`src/rtl/minicpu_pkg.sv`:
```
// Shared MiniCPU definitions: control-flow op encodings, comparator mask
// constants and the branch unit state enum.
package minicpu_pkg;

   localparam logic [1:0] OP_NOP = 2'b00;
   localparam logic [1:0] OP_BGE = 2'b01;
   localparam logic [1:0] OP_BLT = 2'b10;
   localparam logic [1:0] OP_JMP = 2'b11;

   localparam logic [7:0] MASK_TRUE  = 8'hFF;
   localparam logic [7:0] MASK_FALSE = 8'h00;

   typedef enum logic [1:0] {
      ST_RUN    = 2'd0,
      ST_FLUSH  = 2'd1,
      ST_HALTED = 2'd2
   } bu_state_t;

endpackage

```
`src/rtl/branch_unit_if.sv`:
```
// Bundle between the execute stage / fetch and the branch unit.
// Handshake: the fetch side consumes pc on every rising edge where
// pc_valid and fetch_ready are both high; pc is held otherwise.
interface branch_unit_if #(
   parameter int PC_W = 8
);
   logic [7:0]      cmp_mask;
   logic            op_valid;
   logic [1:0]      op_type;
   logic [PC_W-1:0] target;
   logic            halt;
   logic            fetch_ready;
   logic [PC_W-1:0] pc;
   logic            pc_valid;
   logic            flush;
   logic            taken;
   logic            mask_err;

   modport master (
      output cmp_mask, op_valid, op_type, target, halt, fetch_ready,
      input  pc, pc_valid, flush, taken, mask_err
   );

   modport slave (
      input  cmp_mask, op_valid, op_type, target, halt, fetch_ready,
      output pc, pc_valid, flush, taken, mask_err
   );
endinterface

```
`src/rtl/branch_resolve.sv`:
```
// Combinational branch predicate: decides taken / malformed-mask from the
// op and the comparator's all-ones / all-zeros result mask.
module branch_resolve
   import minicpu_pkg::*;
(
   input  logic       op_valid,
   input  logic [1:0] op_type,
   input  logic [7:0] cmp_mask,
   output logic       taken_c,
   output logic       mask_bad_c
);

   logic w_mask_true;
   logic w_mask_false;

   assign w_mask_true  = (cmp_mask == MASK_TRUE);
   assign w_mask_false = (cmp_mask == MASK_FALSE);

   // Resolve the op; a mask that is neither all-ones nor all-zeros never
   // takes a conditional branch and is flagged instead.
   always_comb begin
      taken_c    = 1'b0;
      mask_bad_c = 1'b0;
      if (op_valid) begin
         case (op_type)
            OP_BGE: begin
               taken_c    = w_mask_true;
               mask_bad_c = !(w_mask_true || w_mask_false);
            end
            OP_BLT: begin
               taken_c    = w_mask_false;
               mask_bad_c = !(w_mask_true || w_mask_false);
            end
            OP_JMP:  taken_c = 1'b1;
            default: taken_c = 1'b0;
         endcase
      end
   end

endmodule

```
`src/rtl/branch_unit.sv`:
```
// Program-counter sequencer: owns the fetch PC, applies taken branches,
// emits a flush bubble after each taken branch and honours halt requests.
module branch_unit
   import minicpu_pkg::*;
#(
   parameter int              PC_W         = 8,
   parameter logic [PC_W-1:0] RESET_PC     = '0,
   parameter int              FLUSH_CYCLES = 2
) (
   input  logic          clk,
   input  logic          rst_n,
   branch_unit_if.slave  bus,
   output bu_state_t     o_dbg_state
);

   localparam logic [2:0] FLUSH_INIT = 3'(FLUSH_CYCLES);

   bu_state_t       r_state;
   bu_state_t       w_state_nxt;
   logic [PC_W-1:0] r_pc;
   logic [PC_W-1:0] w_pc_nxt;
   logic [2:0]      r_flush_cnt;
   logic [2:0]      w_flush_cnt_nxt;
   logic            r_pc_valid;
   logic            r_flush;
   logic            r_taken;
   logic            r_mask_err;
   logic            w_taken_c;
   logic            w_mask_bad_c;
   logic            w_take;
   logic            w_mask_set;

   branch_resolve u_resolve (
      .op_valid   (bus.op_valid),
      .op_type    (bus.op_type),
      .cmp_mask   (bus.cmp_mask),
      .taken_c    (w_taken_c),
      .mask_bad_c (w_mask_bad_c)
   );

   // Next state / PC / flush count. The flush counter runs on its own so the
   // flush pulse keeps its full length even when halt diverts the FSM.
   always_comb begin
      w_state_nxt     = r_state;
      w_pc_nxt        = r_pc;
      w_take          = 1'b0;
      w_mask_set      = 1'b0;
      w_flush_cnt_nxt = (r_flush_cnt != 3'd0) ? (r_flush_cnt - 3'd1) : 3'd0;
      case (r_state)
         ST_RUN: begin
            w_mask_set = w_mask_bad_c;
            if (w_taken_c) begin
               w_take          = 1'b1;
               w_pc_nxt        = bus.target;
               w_flush_cnt_nxt = FLUSH_INIT;
               w_state_nxt     = bus.halt ? ST_HALTED : ST_FLUSH;
            end else if (bus.halt) begin
               w_state_nxt = ST_HALTED;
            end else if (r_pc_valid && bus.fetch_ready) begin
               w_pc_nxt = r_pc + PC_W'(1);
            end
         end
         ST_FLUSH: begin
            if (r_flush_cnt <= 3'd1) begin
               w_state_nxt = bus.halt ? ST_HALTED : ST_RUN;
            end
         end
         ST_HALTED: begin
            if (!bus.halt) begin
               w_state_nxt = ST_RUN;
            end
         end
         default: w_state_nxt = ST_RUN;
      endcase
   end

   // State and registered outputs; reset abandons any pending flush.
   always_ff @(posedge clk) begin
      if (!rst_n) begin
         r_state     <= ST_RUN;
         r_pc        <= RESET_PC;
         r_flush_cnt <= 3'd0;
         r_pc_valid  <= 1'b0;
         r_flush     <= 1'b0;
         r_taken     <= 1'b0;
         r_mask_err  <= 1'b0;
      end else begin
         r_state     <= w_state_nxt;
         r_pc        <= w_pc_nxt;
         r_flush_cnt <= w_flush_cnt_nxt;
         r_pc_valid  <= (w_state_nxt == ST_RUN);
         r_flush     <= (w_flush_cnt_nxt != 3'd0);
         r_taken     <= w_take;
         if (w_mask_set) begin
            r_mask_err <= 1'b1;
         end
      end
   end

   assign bus.pc       = r_pc;
   assign bus.pc_valid = r_pc_valid;
   assign bus.flush    = r_flush;
   assign bus.taken    = r_taken;
   assign bus.mask_err = r_mask_err;
   assign o_dbg_state  = r_state;

endmodule

```
`src/flat_wrapper.sv`:
```
// flat-port wrapper written by rule: the top's interface ports become plain ports
module branch_unit_flat import minicpu_pkg::*;
#(
   parameter int              PC_W         = 8,
   parameter logic [PC_W-1:0] RESET_PC     = '0,
   parameter int              FLUSH_CYCLES = 2
)
  (clk, rst_n, o_dbg_state, bus_cmp_mask, bus_op_valid, bus_op_type, bus_target, bus_halt, bus_fetch_ready, bus_pc, bus_pc_valid, bus_flush, bus_taken, bus_mask_err);
  branch_unit_if #(.PC_W(PC_W)) bus_i ();
  input  logic clk;
  input  logic rst_n;
  output bu_state_t o_dbg_state;
  input wire logic [$bits(bus_i.cmp_mask)-1:0] bus_cmp_mask;
  input wire logic [$bits(bus_i.op_valid)-1:0] bus_op_valid;
  input wire logic [$bits(bus_i.op_type)-1:0] bus_op_type;
  input wire logic [$bits(bus_i.target)-1:0] bus_target;
  input wire logic [$bits(bus_i.halt)-1:0] bus_halt;
  input wire logic [$bits(bus_i.fetch_ready)-1:0] bus_fetch_ready;
  output wire logic [$bits(bus_i.pc)-1:0] bus_pc;
  output wire logic [$bits(bus_i.pc_valid)-1:0] bus_pc_valid;
  output wire logic [$bits(bus_i.flush)-1:0] bus_flush;
  output wire logic [$bits(bus_i.taken)-1:0] bus_taken;
  output wire logic [$bits(bus_i.mask_err)-1:0] bus_mask_err;
  assign bus_i.cmp_mask = bus_cmp_mask;
  assign bus_i.op_valid = bus_op_valid;
  assign bus_i.op_type = bus_op_type;
  assign bus_i.target = bus_target;
  assign bus_i.halt = bus_halt;
  assign bus_i.fetch_ready = bus_fetch_ready;
  assign bus_pc = bus_i.pc;
  assign bus_pc_valid = bus_i.pc_valid;
  assign bus_flush = bus_i.flush;
  assign bus_taken = bus_i.taken;
  assign bus_mask_err = bus_i.mask_err;
  branch_unit #(.PC_W(PC_W), .RESET_PC(RESET_PC), .FLUSH_CYCLES(FLUSH_CYCLES)) u_core (.clk(clk), .rst_n(rst_n), .bus(bus_i), .o_dbg_state(o_dbg_state));
endmodule
```
`config.mk`:
```
export PLATFORM = sky130hd
export DESIGN_NAME = branch_unit_flat
export DESIGN_NICKNAME = d
export VERILOG_FILES = /design/src/rtl/minicpu_pkg.sv /design/src/rtl/branch_unit_if.sv /design/src/rtl/branch_resolve.sv /design/src/rtl/branch_unit.sv /design/src/flat_wrapper.sv
export SDC_FILE = /design/constraint.sdc
export NUM_CORES = 1
export LEC_CHECK = 0
export CORE_MARGIN = 5
export CORE_UTILIZATION = 48
export CTS_BUF_LIST = sky130_fd_sc_hd__clkbuf_8
export DETAILED_ROUTE_END_ITERATION = 16
export GPL_TIMING_DRIVEN = 0
export PLACE_DENSITY = 0.95
export REMOVE_ABC_BUFFERS = 1
export SLEW_MARGIN = 30
export SYNTH_ARGS = -nofsm -noshare
export SYNTH_HDL_FRONTEND = slang
export SYNTH_SLANG_ARGS = --single-unit
```
`constraint.sdc`:
```
create_clock -name clk -period 5.2 [get_ports clk]
set_input_delay 1.04 -clock clk [delete_from_list [all_inputs] [get_ports clk]]
set_output_delay 1.04 -clock clk [all_outputs]
set_load 0.01 [all_outputs]
```
### Yosys cells after proc, flatten, opt, wreduce, memory -nomap -nowiden

Cells that the tools add are included.

| word-level totals | value |
|---|---|
| register bits after elaboration | 17 |
| input bits | 23 |
| output and inout port bits | 14 |
| logic and storage cells | 48 |

| cells by class | value |
|---|---|
| reduce and logical (&&, ||, !) cells | 12 |
| multiplexer cells | 19 |
| add/subtract/negate cells | 2 |
| $lt $le $gt $ge | 1 |
| equal/unequal tests | 7 |

Operator list:

| cell | count |
|---|---|
| $mux 8 | 3 |
| $mux 2 | 6 |
| $mux 3 | 3 |
| $add 8x1->8 const B | 1 |
| $eq 8x8->1 const B | 1 |
| $logic_not 8->1 | 1 |
| $eq 2x2->1 const B | 3 |
| $pmux 2 s3 | 1 |
| $reduce_bool 3->1 | 2 |
| $mux 1 | 5 |
| $eq 2x1->1 const B | 2 |
| $logic_not 2->1 | 2 |
| $le 3x1->1 const B | 1 |
| $pmux 1 s3 | 1 |
| $reduce_and 3->1 | 1 |
| $sub 3x1->3 const B | 1 |
| $ne 2x1->1 const B | 1 |
| $reduce_and 2->1 | 1 |
| $reduce_bool 2->1 | 1 |
| $reduce_or 2->1 | 1 |
| $logic_and 1x1->1 | 1 |
| $logic_not 1->1 | 1 |
| $logic_or 1x1->1 | 1 |

### Longest topological paths before layout

Gate-level depths: netlist of run 1.

| logic depth | value |
|---|---|
| depth in word-level cells | 6 |
| gate-level depth with buffers | 8 |
| depth with buffers taken out | 7 |

### By module

Synthesis of run 1 repeated with hierarchy kept, for this count alone.

| second synthesis, totals | value |
|---|---|
| cell total of the unflattened synthesis | 118 |
| area, all modules | 960.9 sq um |

Modules (own cells, without submodules):

| module | cells each | seq. area each (sq um) | times used | area each (sq um) |
|---|---|---|---|---|
| branch_unit | 100 | 340.3 | 1 | 835.8 |
| branch_resolve | 18 | 0.0 | 1 | 125.1 |

### Worst setup path before layout of run 1

OpenSTA, ideal clock, no wires.

| timing | value |
|---|---|
| path kind | input-to-reg |
| from | input port bus_halt |
| to | register u_core.r_pc[6], in the netlist u_core.bus.pc[6] |
| data required time | 5080 ps |
| cell stages on the path | 4 |
| setup slack | 2763 ps |
| path buffers | 0 |
| arrival | 2317 ps |
| library setup time | 120 ps |
| cells stage by stage | nand3b_1 or3_4 o311a_1 o31a_1 |

| on the way | value |
|---|---|
| word-level cells in the longest chain between the ends | 2 |

RTL lines:

| item | RTL line | source |
|---|---|---|
| from (decl) | flat_wrapper.sv:17 | `input wire logic [$bits(bus_i.halt)-1:0] bus_halt;` |
| $ne 2x1->1 (no line) | n/a |  |
| $reduce_and 3->1 (no line) | n/a |  |
| to (signal assigned) | branch_unit.sv:89 | `r_pc <= w_pc_nxt;` |
| to (decl) | branch_unit.sv:20 | `logic [PC_W-1:0] r_pc;` |

No other way between the ends.
A chain may end at the register's enable or synchronous reset.

### Final worst setup path of run 1

| timing | value |
|---|---|
| from | input port bus_op_type[0] |
| to | register u_core.r_pc[4], in the netlist u_core.bus.pc[4] |

| on the way | value |
|---|---|
| word-level cells in the longest chain between the ends | 5 |
| elaborated cells on any way between the ends | 9 |
| classes of those cells | 4 x eq/ne; 3 x mux; 2 x reduce/logical |

RTL lines:

| item | RTL line | source |
|---|---|---|
| from (decl) | flat_wrapper.sv:15 | `input wire logic [$bits(bus_i.op_type)-1:0] bus_op_type;` |
| $eq 2x2->1 / $eq 2x1->1 (equally long branches) | branch_resolve.sv:25 | `case (op_type)` |
| $pmux 1 s3 * | branch_resolve.sv:25 |  |
| $mux 1 * | branch_resolve.sv:24 | `if (op_valid) begin` |
| $ne 2x1->1 (no line) / $reduce_bool 2->1 (equally long branches) | n/a |  |
| $reduce_and 3->1 (no line) | n/a |  |

Every way passes the cells marked *; elsewhere a longest branch is shown, timed or not.

==> impl_metrics.env, run 1 <==
export IMPL_status="completed"
export IMPL_synth_seq_cells=17
export IMPL_antenna_left=0
export IMPL_worstPathRequired_ps=5380
export IMPL_design_portCount=37
export IMPL_drt_initial_drc_count=45
export IMPL_floorplan_initialDensity=0.497
export IMPL_path_max_fanout=13
export IMPL_crit_reg2reg_capture="u_core.bus.pc[6]"
export IMPL_r2r_slack_ps=3100
export IMPL_dieArea_um2=3010
export IMPL_worst_hold_path_endpoint="u_core.bus.mask_err"
export IMPL_cts_setup_buffers=0
export IMPL_r2r_start="u_core.o_dbg_state[0]"
export IMPL_grt_pass1_vias=1035
export IMPL_period_share=0.568
export IMPL_dpl_cell_count=179
export IMPL_nFillCells=150
export IMPL_grtUsageTotal=0.199
export IMPL_cpMaxStageDelayCell="or4_1"
export IMPL_cts_htree_levels=1
export IMPL_powerDensity_nw_per_um2=209
export IMPL_placed_area_um2=1340
export IMPL_rows=16
export IMPL_finalInstanceArea_um2=1390
export IMPL_instances_no_fill=183
export IMPL_syn_inst=119
export IMPL_synth_distinct_cells=36
export IMPL_max_stage_delay_ps=550
export IMPL_grt_pass1_wl_um=4350
export IMPL_finalPower_uw=290
export IMPL_dp_hpwl_um=2100
export IMPL_post_cts_resized=0
export IMPL_ys_warn_count=0
export IMPL_start_kind="input port"
export IMPL_slew_headroom=0.518
export IMPL_final_nets=187
export IMPL_cts_tree="yes"
export IMPL_cts_max_path_buffers=2
export IMPL_antenna_diode_count=0
export IMPL_rsz0062_at_grt="false"
export IMPL_worst_path_buf_inv=2
export IMPL_syn_area_um2=965
export IMPL_startpoint="bus_op_type[0]"
export IMPL_synthArstFlopShare=0
export IMPL_die_height_um=54.8
export IMPL_cp_top_family="compound AO/OA/AOI/OAI gates"
export IMPL_drcViolationCount=0
export IMPL_yosysSeqAreaShare=0.353
export IMPL_final_setup_viol_count=0
export IMPL_clock_sinks=17
export IMPL_overflow=0
export IMPL_io_buffers=36
export IMPL_fin_skew_ps=6.03
export IMPL_endpoint_kind="flop"
export IMPL_area_delta_synth_final_pct=43.6
export IMPL_post_drt_via_cell_ratio=5.84
export IMPL_worst_slew_pin_slew_ps=720
export IMPL_arrival_ps=3130
export IMPL_die_width_um=54.8
export IMPL_drive_above_1_share=0.0449
export IMPL_reg2reg_depth=4
export IMPL_period_minus_slack_ps=2950
export IMPL_grt_max_degree=14
export IMPL_vdd_drop_max_v=0.000232
export IMPL_antenna_found_initial=0
export IMPL_max_cap_viol_count=0
export IMPL_whs_path_depth=2
export IMPL_crit_type="in2reg"
export IMPL_synth_avg_cell_area_um2=8.11
export IMPL_clkLatencyLatePin_ps=260
export IMPL_clk_pin_slew_ps=70
export IMPL_fin_tns_setup_ps=0
export IMPL_cts_hold_buffers=0
export IMPL_maxSlewViolCount=0
export IMPL_synth_edf_count=0
export IMPL_fmax_mhz=339
export IMPL_worstHoldPathType="reg2reg"
export IMPL_dr_total_vias=1069
export IMPL_synth_flop_cell="dfxtp_1"
export IMPL_post_drt_wl_per_cell_um=15.1
export IMPL_final_util=0.713
export IMPL_worstPathCellList="clkdlybuf4s50_1 > inv_1 > ha_1 > a31o_2 > o21a_1 > or4_1 > a31oi_1"
export IMPL_hold_violations=0
export IMPL_cts_root_buf="clkbuf_8"
export IMPL_p_leak_nw=0.516
export IMPL_hold_path_startpoint="u_core.bus.mask_err"
export IMPL_drtPass1Iterations=4
export IMPL_core_um2=1940
export IMPL_cts_made_buffers=3
export IMPL_wl_um=2760
export IMPL_routabilityCongestion=0.834
-- worst min-delay path, stage by stage, from the launching register on --
cell and delay, ps:
dfxtp_1 330, a41oi_1 50, nor2_1 80
-- area by class of cell --
type                            count  area (um2)  area share
Timing Repair Buffer               36         360       0.260
Multi-Input combinational cell     90         571       0.412
Clock buffer                        3        41.3      0.0298
Sequential cell                    17         340       0.246
Inverter                            9        33.8      0.0244
Tap cell                           27        33.8      0.0244
Clock inverter                      1        5.00     0.00361
-- where the power goes --
group	switching [mW]	internal [mW]	total (mW)	leakage, nW
combinational	0.0220	0.0289	0.0510	0.352
sequential	0.00481	0.135	0.140	0.138
clock	0.0460	0.0532	0.0992	0.0255
-- synth_stat cells, types with 4 or more instances --
cell type	n	area share
a31oi_1	8	0.052
dfxtp_1	17	0.35
ha_1	7	0.091
inv_1	9	0.035
nand2_1	12	0.047
nand3_1	10	0.052
nor2_1	9	0.035
nor3_1	4	0.021
or3_1	4	0.026
-- state kept, by name, summed over array words and instances, names as in the netlist --
register,flops
u_core.bus.flush,1
u_core.bus.mask_err,1
u_core.bus.pc,8
u_core.bus.pc_valid,1
u_core.bus.taken,1
u_core.o_dbg_state,2
u_core.r_flush_cnt,3
-- cells by family after synthesis --
group,synth area share
simple gates,0.279
compound gates,0.202
flops,0.353
buf+inv,0.0558
fa+ha+maj,0.0908
xor+xnor,0.00908
mux,0.0104
-- per-stage QoR --
stage | hold slack (ps) | worst slack [ps]
detailed placement | 482 | 2000
global placement | 464 | 2090
global route | 532 | 2190
finish | 492 | 2250
floorplan | 444 | 2720
CTS | 493 | 2260
-- how the worst max path moves through the flow --
stage	end	slack (ps)	depth (start not counted)
floorplan	u_core.bus.pc[6]	2720	6
finish	u_core.bus.pc[4]	2250	7
CTS	u_core.bus.pc[4]	2260	7
global placement	u_core.bus.pc[6]	2090	7
detailed placement	u_core.bus.pc[4]	2000	7
global route	u_core.bus.pc[4]	2190	7
-- per-layer routing --
layer / track usage / share of wire / vias to the layer above
met1: 0.213 / 0.40 / 504
li1: - / - / 519
met3: 0.0518 / 0.048 / 6
met2: 0.374 / 0.54 / 40
met5: 0 / 0 / -
met4: 0.0581 / 0.0098 / 0
-- cells in the final DEF, fill, tap and decap left out, types with 2 or more instances in the layout --
| master | n |
|---|---|
| a41oi_1 | 2 |
| o211ai_1 | 2 |
| ha_1 | 7 |
| nor3_1 | 4 |
| and3_1 | 3 |
| a31oi_1 | 8 |
| dfxtp_1 | 17 |
| nor2_1 | 9 |
| a21oi_1 | 3 |
| nor4_1 | 3 |
| clkbuf_8 | 3 |
| inv_1 | 9 |
| or3_1 | 4 |
| nand4_1 | 3 |
| o21ai_0 | 3 |
| clkdlybuf4s50_1 | 36 |
| nand3_1 | 10 |
| nand2_1 | 12 |
(Power assumes the default switching activity.)
==> inputs of run 2 (changes only) <==
--- a/config.mk
+++ b/config.mk
@@ -6,11 +6,11 @@
 export NUM_CORES = 1
 export LEC_CHECK = 0
 export CORE_MARGIN = 5
-export CORE_UTILIZATION = 48
+export CORE_UTILIZATION = 40
 export CTS_BUF_LIST = sky130_fd_sc_hd__clkbuf_8
 export DETAILED_ROUTE_END_ITERATION = 16
 export GPL_TIMING_DRIVEN = 0
-export PLACE_DENSITY = 0.95
+export PLACE_DENSITY = 0.89
 export REMOVE_ABC_BUFFERS = 1
 export SLEW_MARGIN = 30
 export SYNTH_ARGS = -nofsm -noshare
==> constraint.sdc (replaced) <==
create_clock -name clk -period 2.4 [get_ports clk]
set_input_delay 0.48 -clock clk [delete_from_list [all_inputs] [get_ports clk]]
set_output_delay 0.48 -clock clk [all_outputs]
set_load 0.01 [all_outputs]
==> impl_metrics.env, run 2 (synthesized netlist as in run 1, its figures left out) <==
export IMPL_status="completed"
export IMPL_multi_input_area_um2=572
export IMPL_dp_slack_ps=-209
export IMPL_area_delta_synth_final_pct=43.8
export IMPL_start_kind="input port"
export IMPL_cts_tree="yes"
export IMPL_startpoint="bus_op_type[0]"
export IMPL_cts_hold_buffers=0
export IMPL_rsz0062_at_grt="false"
export IMPL_vdd_drop_max_v=0.000281
export IMPL_p_leak_nw=0.517
export IMPL_antenna_found_initial=0
export IMPL_drt_initial_drc_count=28
export IMPL_clkLatencyLatePin_ps=250
export IMPL_clock_sinks=17
export IMPL_slew_headroom=0.488
export IMPL_arrival_ps=2530
export IMPL_post_drt_wl_per_cell_um=14.2
export IMPL_cts_max_path_buffers=2
export IMPL_hold_path_startpoint="u_core.bus.mask_err"
export IMPL_placed_area_um2=1340
export IMPL_path_max_fanout=9
export IMPL_design_portCount=37
export IMPL_dp_hpwl_um=1990
export IMPL_powerDensity_nw_per_um2=453
export IMPL_reg2reg_depth=4
export IMPL_die_height_um=59.1
export IMPL_cts_htree_levels=1
export IMPL_finalPower_uw=628
export IMPL_period_minus_slack_ps=2330
export IMPL_setup_ws_ps=73.2
export IMPL_dr_total_vias=1058
export IMPL_drive_above_1_share=0.0513
export IMPL_floorplan_initialDensity=0.428
export IMPL_r2r_start="u_core.o_dbg_state[0]"
export IMPL_endpoint_kind="flop"
export IMPL_hold_violations=0
export IMPL_worstPathRequired_ps=2600
export IMPL_nFillCells=211
export IMPL_grtUsageTotal=0.153
export IMPL_maxSlewViolCount=0
export IMPL_dieArea_um2=3490
export IMPL_drcViolationCount=0
export IMPL_layout_common_cells="clkdlybuf4s50_1 (36), dfxtp_1 (17), nand2_1 (12)"
export IMPL_final_nets=187
export IMPL_clk_pin_slew_ps=70
export IMPL_cts_made_buffers=3
export IMPL_final_util=0.615
export IMPL_routabilityCongestion=0.773
export IMPL_fin_skew_ps=2.54
export IMPL_post_drt_via_cell_ratio=5.75
export IMPL_grt_pass1_wl_um=4210
export IMPL_worstHoldPathType="reg2reg"
export IMPL_crit_type="in2reg"
export IMPL_antenna_diode_count=0
export IMPL_instances_no_fill=184
export IMPL_grt_max_degree=14
export IMPL_mostFrequentLayoutCell="clkdlybuf4s50_1"
export IMPL_wl_um=2610
export IMPL_final_setup_viol_count=0
export IMPL_r2r_slack_ps=280
export IMPL_grt_pass1_vias=989
export IMPL_core_um2=2250
export IMPL_dpl_cell_count=180
export IMPL_cp_endpoint="u_core.bus.pc[6]"
export IMPL_finalInstanceArea_um2=1390
export IMPL_overflow=0
export IMPL_max_cap_viol_count=0
export IMPL_seq_area_um2=340
export IMPL_io_buffers=36
export IMPL_worst_slew_pin_slew_ps=764
export IMPL_antenna_left=0
export IMPL_period_share=0.970
export IMPL_crit_reg2reg_capture="u_core.bus.pc[6]"
export IMPL_whs_ps=485
export IMPL_drtPass1Iterations=4
export IMPL_die_width_um=59.1
export IMPL_rows=17
export IMPL_fmax_mhz=430
export IMPL_largest_reg_flops=8
export IMPL_fin_tns_setup_ps=0
export IMPL_cts_root_buf="clkbuf_8"
run 2: final cells by class:
cell class,count,share of cell area
Tap cell,28,0.0252
Timing Repair Buffer,36,0.260
Clock inverter,1,0.00361
Inverter,9,0.0243
Sequential cell,17,0.245
Multi-Input combinational cell,90,0.412
Clock buffer,3,0.0298
run 2: what timing repair did:
action,in CTS,in global routing
setup endpoints to repair,0,1
setup buffers,0,0
gates resized for setup,0,1
run 2: routing by layer:
layer / global-route usage / wire length [um]
met1: 0.184 / 1110
met2: 0.265 / 1300
met3: 0.0196 / 149
met4: 0.0777 / 54
met5: 0 / 0
run 2: critical path: stages:
cell and delay [ps]:
clkdlybuf4s50_1 510, inv_1 70, ha_1 190, a31o_2 210
o211ai_1 630, o311a_1 290, o31a_1 140
run 2: power by group:
group	leakage, nW	internal, mW	switching, mW	total, mW
Combinational	0.353	0.0627	0.0453	0.108
Sequential	0.138	0.292	0.0108	0.303
Clock	0.0255	0.115	0.102	0.217
Total	0.517	0.470	0.158	0.628
run 2: worst min path at each step:
stage,cells after the start,endpoint,slack (ps)
floorplan,1,u_core.r_flush_cnt[0],440
global placement,1,u_core.r_flush_cnt[0],460
detailed placement,2,u_core.bus.mask_err,480
CTS,1,u_core.r_flush_cnt[0],500
global route,1,u_core.r_flush_cnt[0],510
finish,2,u_core.bus.mask_err,490
